## src/rtl/mvb_frame_tx_seq.sv

```systemverilog
// MVB transmit frame sequencer: serialises one data word MSB-first, runs the shared CRC unit and appends its 8 check bits.
// Optional build macro MVB_TX_FRAME_CNT_EN adds a 16-bit completed-frame counter output (frame_cnt).
module mvb_frame_tx_seq #(
    parameter int MAX_BITS = 64
) (
    input  logic                clk_1d5M,
    input  logic                rst,
    input  logic                in_valid,
    output logic                in_ready,
    input  logic [MAX_BITS-1:0] in_data,
    input  logic [1:0]          in_len,
    input  logic                abort,
    output logic                crc_ready,
    output logic                crc_send,
    output logic                crc_data,
    input  logic                crc_bit,
    output logic                tx_o,
    output logic                tx_valid,
    output logic                done,
    output logic                len_err
`ifdef MVB_TX_FRAME_CNT_EN
    ,
    output logic [15:0]         frame_cnt
`endif
);

    // state   | meaning
    // S_IDLE  | waiting for a frame word, in_ready high
    // S_DATA  | data bits on crc_data, one per cycle, counter counts N-1 down to 0
    // S_CHECK | CRC unit shifts out its 8 check bits, counter counts 7 down to 0
    // S_TAIL  | crc_ready low for one cycle to clear the CRC unit
    typedef enum logic [1:0] {S_IDLE, S_DATA, S_CHECK, S_TAIL} state_t;
    typedef enum logic [1:0] {PH_NONE, PH_DATA, PH_CHECK} phase_t;

    localparam logic [6:0] MAX_M1 = 7'(MAX_BITS - 1);

    state_t              state_q, state_d;
    phase_t              phase_q, phase_d;
    logic [6:0]          cnt_q, cnt_d;
    logic [MAX_BITS-1:0] shreg_q, shreg_d;
    logic                in_ready_q, in_ready_d;
    logic                crc_ready_q, crc_ready_d;
    logic                crc_send_q, crc_send_d;
    logic                crc_data_q, crc_data_d;
    logic                tx_q, tx_d;
    logic                tx_valid_q, tx_valid_d;
    logic                done_q, done_d;
    logic                len_err_q, len_err_d;

    logic [6:0]          req_m1;
    logic [6:0]          len_m1;
    logic                len_bad;

    always_comb begin
        req_m1 = 7'd63;
        case (in_len)
            2'b00:   req_m1 = 7'd15;
            2'b01:   req_m1 = 7'd31;
            default: req_m1 = 7'd63;
        endcase
        // Illegal or too-long requests fall back to the widest field this build supports.
        len_bad = (in_len == 2'b11) || (req_m1 > MAX_M1);
        len_m1  = len_bad ? MAX_M1 : req_m1;
    end

    always_comb begin
        state_d    = state_q;
        cnt_d      = cnt_q;
        shreg_d    = shreg_q;
        crc_data_d = 1'b0;
        crc_send_d = 1'b0;
        done_d     = 1'b0;
        len_err_d  = 1'b0;
        tx_d       = crc_data_q;

        case (state_q)
            S_IDLE: begin
                if (in_valid && in_ready_q) begin
                    state_d    = S_DATA;
                    crc_data_d = in_data[MAX_BITS-1];
                    shreg_d    = in_data << 1;
                    cnt_d      = len_m1;
                    len_err_d  = len_bad;
                end
            end
            S_DATA: begin
                if (cnt_q == 7'd0) begin
                    state_d    = S_CHECK;
                    cnt_d      = 7'd7;
                    crc_send_d = 1'b1;
                end else begin
                    crc_data_d = shreg_q[MAX_BITS-1];
                    shreg_d    = shreg_q << 1;
                    cnt_d      = cnt_q - 7'd1;
                end
            end
            S_CHECK: begin
                if (cnt_q == 7'd0) begin
                    state_d = S_TAIL;
                    done_d  = 1'b1;
                end else begin
                    cnt_d      = cnt_q - 7'd1;
                    crc_send_d = 1'b1;
                end
            end
            S_TAIL: begin
                state_d = S_IDLE;
            end
        endcase

        if (abort && (state_q != S_IDLE)) begin
            state_d    = S_TAIL;
            crc_data_d = 1'b0;
            crc_send_d = 1'b0;
            done_d     = 1'b0;
        end

        in_ready_d  = (state_d == S_IDLE);
        crc_ready_d = (state_d != S_TAIL);

        // Phase flag lags the state by one cycle so it lines up with tx_q and crc_bit.
        phase_d = PH_NONE;
        if (!(abort && (state_q != S_IDLE))) begin
            if (state_q == S_DATA)  phase_d = PH_DATA;
            if (state_q == S_CHECK) phase_d = PH_CHECK;
        end
        tx_valid_d = (phase_d != PH_NONE);
    end

    always_ff @(posedge clk_1d5M or negedge rst) begin
        if (!rst) begin
            state_q     <= S_IDLE;
            phase_q     <= PH_NONE;
            cnt_q       <= '0;
            shreg_q     <= '0;
            in_ready_q  <= 1'b0;
            crc_ready_q <= 1'b0;
            crc_send_q  <= 1'b0;
            crc_data_q  <= 1'b0;
            tx_q        <= 1'b0;
            tx_valid_q  <= 1'b0;
            done_q      <= 1'b0;
            len_err_q   <= 1'b0;
        end else begin
            state_q     <= state_d;
            phase_q     <= phase_d;
            cnt_q       <= cnt_d;
            shreg_q     <= shreg_d;
            in_ready_q  <= in_ready_d;
            crc_ready_q <= crc_ready_d;
            crc_send_q  <= crc_send_d;
            crc_data_q  <= crc_data_d;
            tx_q        <= tx_d;
            tx_valid_q  <= tx_valid_d;
            done_q      <= done_d;
            len_err_q   <= len_err_d;
        end
    end

    assign in_ready  = in_ready_q;
    assign crc_ready = crc_ready_q;
    assign crc_send  = crc_send_q;
    assign crc_data  = crc_data_q;
    assign tx_valid  = tx_valid_q;
    assign done      = done_q;
    assign len_err   = len_err_q;
    assign tx_o      = (phase_q == PH_DATA)  ? tx_q    :
                       (phase_q == PH_CHECK) ? crc_bit : 1'b0;

`ifdef MVB_TX_FRAME_CNT_EN
    logic [15:0] frame_cnt_q, frame_cnt_d;

    assign frame_cnt_d = frame_cnt_q + 16'(done_d);

    always_ff @(posedge clk_1d5M or negedge rst) begin
        if (!rst) frame_cnt_q <= '0;
        else      frame_cnt_q <= frame_cnt_d;
    end

    assign frame_cnt = frame_cnt_q;
`endif

endmodule
```

## config.mk

```make
export PLATFORM = sky130hd
export DESIGN_NAME = mvb_frame_tx_seq
export DESIGN_NICKNAME = d
export VERILOG_FILES = /design/src/rtl/mvb_frame_tx_seq.sv
export SDC_FILE = /design/constraint.sdc
export NUM_CORES = 1
export LEC_CHECK = 0
export ABC_CLOCK_PERIOD_IN_PS = 4650
export BUFFER_PORTS_ARGS = -buffer_cell sky130_fd_sc_hd__buf_2
export CORE_MARGIN = 2
export CORE_UTILIZATION = 60
export CTS_BUF_LIST = sky130_fd_sc_hd__clkbuf_2 sky130_fd_sc_hd__clkbuf_4 sky130_fd_sc_hd__clkbuf_8
export CTS_CLUSTER_DIAMETER = 60
export CTS_CLUSTER_SIZE = 25
export DETAILED_ROUTE_END_ITERATION = 8
export PLACE_DENSITY_LB_ADDON = 0.2
export SYNTH_ARGS = -nofsm -noshare
export SYNTH_HDL_FRONTEND = slang
export SYNTH_SLANG_ARGS = --single-unit
export TNS_END_PERCENT = 1
```

## constraint.sdc

```tcl
create_clock -name clk_1d5M -period 4.65 [get_ports clk_1d5M]
set_input_delay 0.6975 -clock clk_1d5M [delete_from_list [all_inputs] [get_ports clk_1d5M]]
set_output_delay 0.6975 -clock clk_1d5M [all_outputs]
set_load 0.01 [all_outputs]
```

==> metrics <==
outcome=completed; initial core utilization=61.97%; pwr dens=722.9 nW/µm²; # DRC=0; largest net degree at the start of global routing=127; Vias/cell=5.465; Syn Std Cell Area=3913 µm²; net count reported at finish=518; Sink Count=82; Max Cap Viol=0; clk slew on worst S/H paths=0.08 ns; Slew @ Worst Pin=1.103 ns; worst-path cell with the longest stage delay=buf_4; Crit path arrival time=2.88 ns; dpl hpwl=4740 µm; worst-case clock buffer depth=2; setup_tns=0 ns; FF-to-FF path depth=6; vias in the first global route=2,794; R2R Setup Slk=1.94 ns; initial DRC count=116; critical path capture point type=register; clk root buf=clkbuf_8; Post-Route WL=7096 µm; Largest stage delay, worst path=0.87 ns; P_leak=2.000 nW; synthesis-to-finish area growth=15.38%; Hold Path Depth=0; die outline width=84.75 µm; final period utilization=58.23%; Clock Skews=0.008482 ns; wire length of the first global-routing pass=12,160 µm; site row count=29; Critical path buffers and inverters=2; FILL cells=490; fmax=369.3 MHz; share of layout cells above drive strength 1=22.65%; initial antenna violation count=0; hold buffer count at cts=0; Core Region=6314 µm²; Worst setup SP type=register; crit path max fanout=126; CTS Buf Count=9; # resized after CTS=0; CTS tree=yes; Power Total=0.003264 W; cells along the critical path=inv_1, ha_4, nor2_1, a311oi_4, buf_4, a21oi_1; Avg WL per Cell=13.57 µm; H-tree Lvls=3; die area=7183 µm²; Critical Path RT=4.82 ns; Syn Nets=450; kind of critical path=register to register; # port buffers=78; Setup Buffers After CTS=0; Slew Limit Headroom=26.48%; Mapped Cells=374; Yosys warnings=0; Final setup viols=0; die height=84.75 µm; sequential element share of the synthesized area=52.45%; clk_lat worst skew=0.34 ns; IO Pins=79; Fin. Hold Viols=0; Unique masters post-synth=46; DR vias=2,858; Syn Area/Cell=10.46 µm²; instance count on the critical path=6; Post-DRT Antenna Nets=0; # diodes=0; CP top delay family=buffers and inverters; total gr overflow=0; TritonRoute pass-1 iters=4; minimum clock period=2.708 ns; routability congestion estimate=0.8327; unrepaired setup endpoints after global routing=false; Final Max Tran Viols=0; total track usage=21.04%; Worst VDD drop=756.7 µV; post-synthesis register bit count=82; Tightest Hold Check Type=register to register
-- through the flow --
step | area [µm²] | hold slack, ns | worst slack [ns] | util [%] | std cells
floorplan | 3913 | 0.4019 | 2.763 | - | 374
global placement | 4298 | 0.3685 | 2.034 | 68.07 | 508
detailed placement | 4298 | 0.3768 | 1.960 | 68.07 | 508
CTS | 4514 | 0.3920 | 1.938 | 71.50 | 523
global route | 4514 | 0.4074 | 1.635 | 71.50 | 523
finish | 4514 | 0.3836 | 1.942 | 71.50 | 523
-- worst paths after layout --
path | from | endpoint
max reg2reg | state_q[1] | shreg_q[28]
max | state_q[1] | shreg_q[28]
min reg2reg | crc_data | tx_q
min in group asynchronous | rst | shreg_q[6]
min | crc_data | tx_q
max in group asynchronous | rst | shreg_q[54]
-- cells in the final DEF, fill, tap and decap left out, types with 2 or more instances in the layout --
cell type	instances
dfrtp_1	82
buf_2	77
nor2_1	71
a21oi_1	67
mux2i_1	63
clkbuf_8	10
inv_1	8
nand2_1	6
o21ai_0	5
nand3_1	4
ha_1	4
buf_4	4
nor3_1	3
a22o_1	3
and2_1	2
nand2b_1	2
nand3b_1	2
o2111ai_1	2
bufinv_16	2
clkinv_2	2
-- Yosys cell counts (all sizes together) --
cell type	count	area (µm²)
o22ai	1	6.260
a22o	3	26.28
o211ai	1	7.510
or4	1	7.510
nand3b	2	15.01
inv	8	30.03
o21a	1	7.510
a21boi	2	15.02
ha	5	62.56
o21bai	1	7.510
nor3	3	15.01
a211oi	1	7.510
o2bb2ai	1	8.760
a22oi	1	7.510
a31o	1	8.760
o31ai	1	7.510
a21oi	67	335.3
nor2b	1	6.260
nor3b	1	7.510
and2	2	12.51
o2111ai	2	17.52
dfrtp	82	2052
nor4b	1	23.77
o311ai	2	17.52
nand2	7	33.78
o21ai	6	30.02
nand3	4	20.02
buf	12	92.58
a311oi	2	35.04
mux2i	63	630.6
or3	1	6.260
nor2	71	266.5
a2111o	1	11.26
nand2b	2	12.51
clkbuf	12	46.29
a41oi	1	8.760
nand4	1	6.260
-- cell type report --
cell class,instances,area [µm²],area share (%)
Clock buffer,10,137.6,3.049
Clock inverter,5,78.83,1.746
Inverter,8,30.03,0.6652
Multi-Input combinational cell,260,1704,37.75
Sequential cell,82,2052,45.45
Tap cell,77,96.34,2.134
Timing Repair Buffer,81,415.4,9.202
-- routing by layer --
layer / GRT usage (%) / vias to the layer above / part of all wire, %
li1: - / 1448 / -
met1: 26.98 / 1350 / 46
met2: 35.65 / 55 / 49
met3: 4.031 / 5 / 4.1
met4: 7.792 / 0 / 0.93
met5: 0 / - / 0
-- kinds of logic (layout without fill, tap and decap cells) --
logic type | count (synthesis) | in the layout | synth area share [%]
AND/OR/NAND/NOR | 97 | 97 | 11.07
flip-flops | 82 | 82 | 52.45
buffers and inverters | 32 | 104 | 4.317
multiplexers | 63 | 63 | 16.12
adder cells (fa/ha/maj) | 5 | 5 | 1.599
AO/OA/AOI/OAI | 95 | 95 | 14.46
-- state kept, by name, indices dropped and copies added, names as in the netlist --
signal     cells
cnt_q          7
phase_q        2
crc_data       1
len_err        1
state_q        2
crc_ready      1
done           1
tx_valid       1
crc_send       1
shreg_q       63
tx_q           1
in_ready       1
-- worst reg2reg max path: cells and delay by family (launching register included) --
family	cells	cell delay (ns)
AO/OA/AOI/OAI	2	0.48
flip-flops	1	0.43
buffers and inverters	2	1.00
adder cells (fa/ha/maj)	1	0.48
AND/OR/NAND/NOR	1	0.16
-- power by group --
group / total [W] / switching, W / internal, W / leakage (nW)
combinational: 0.00145 / 0.000840 / 0.000613 / 0.962
sequential: 0.00125 / 0.000192 / 0.00106 / 0.926
clock: 0.000557 / 0.000243 / 0.000313 / 0.112
Note: power is estimated with default switching activity, not from simulation.
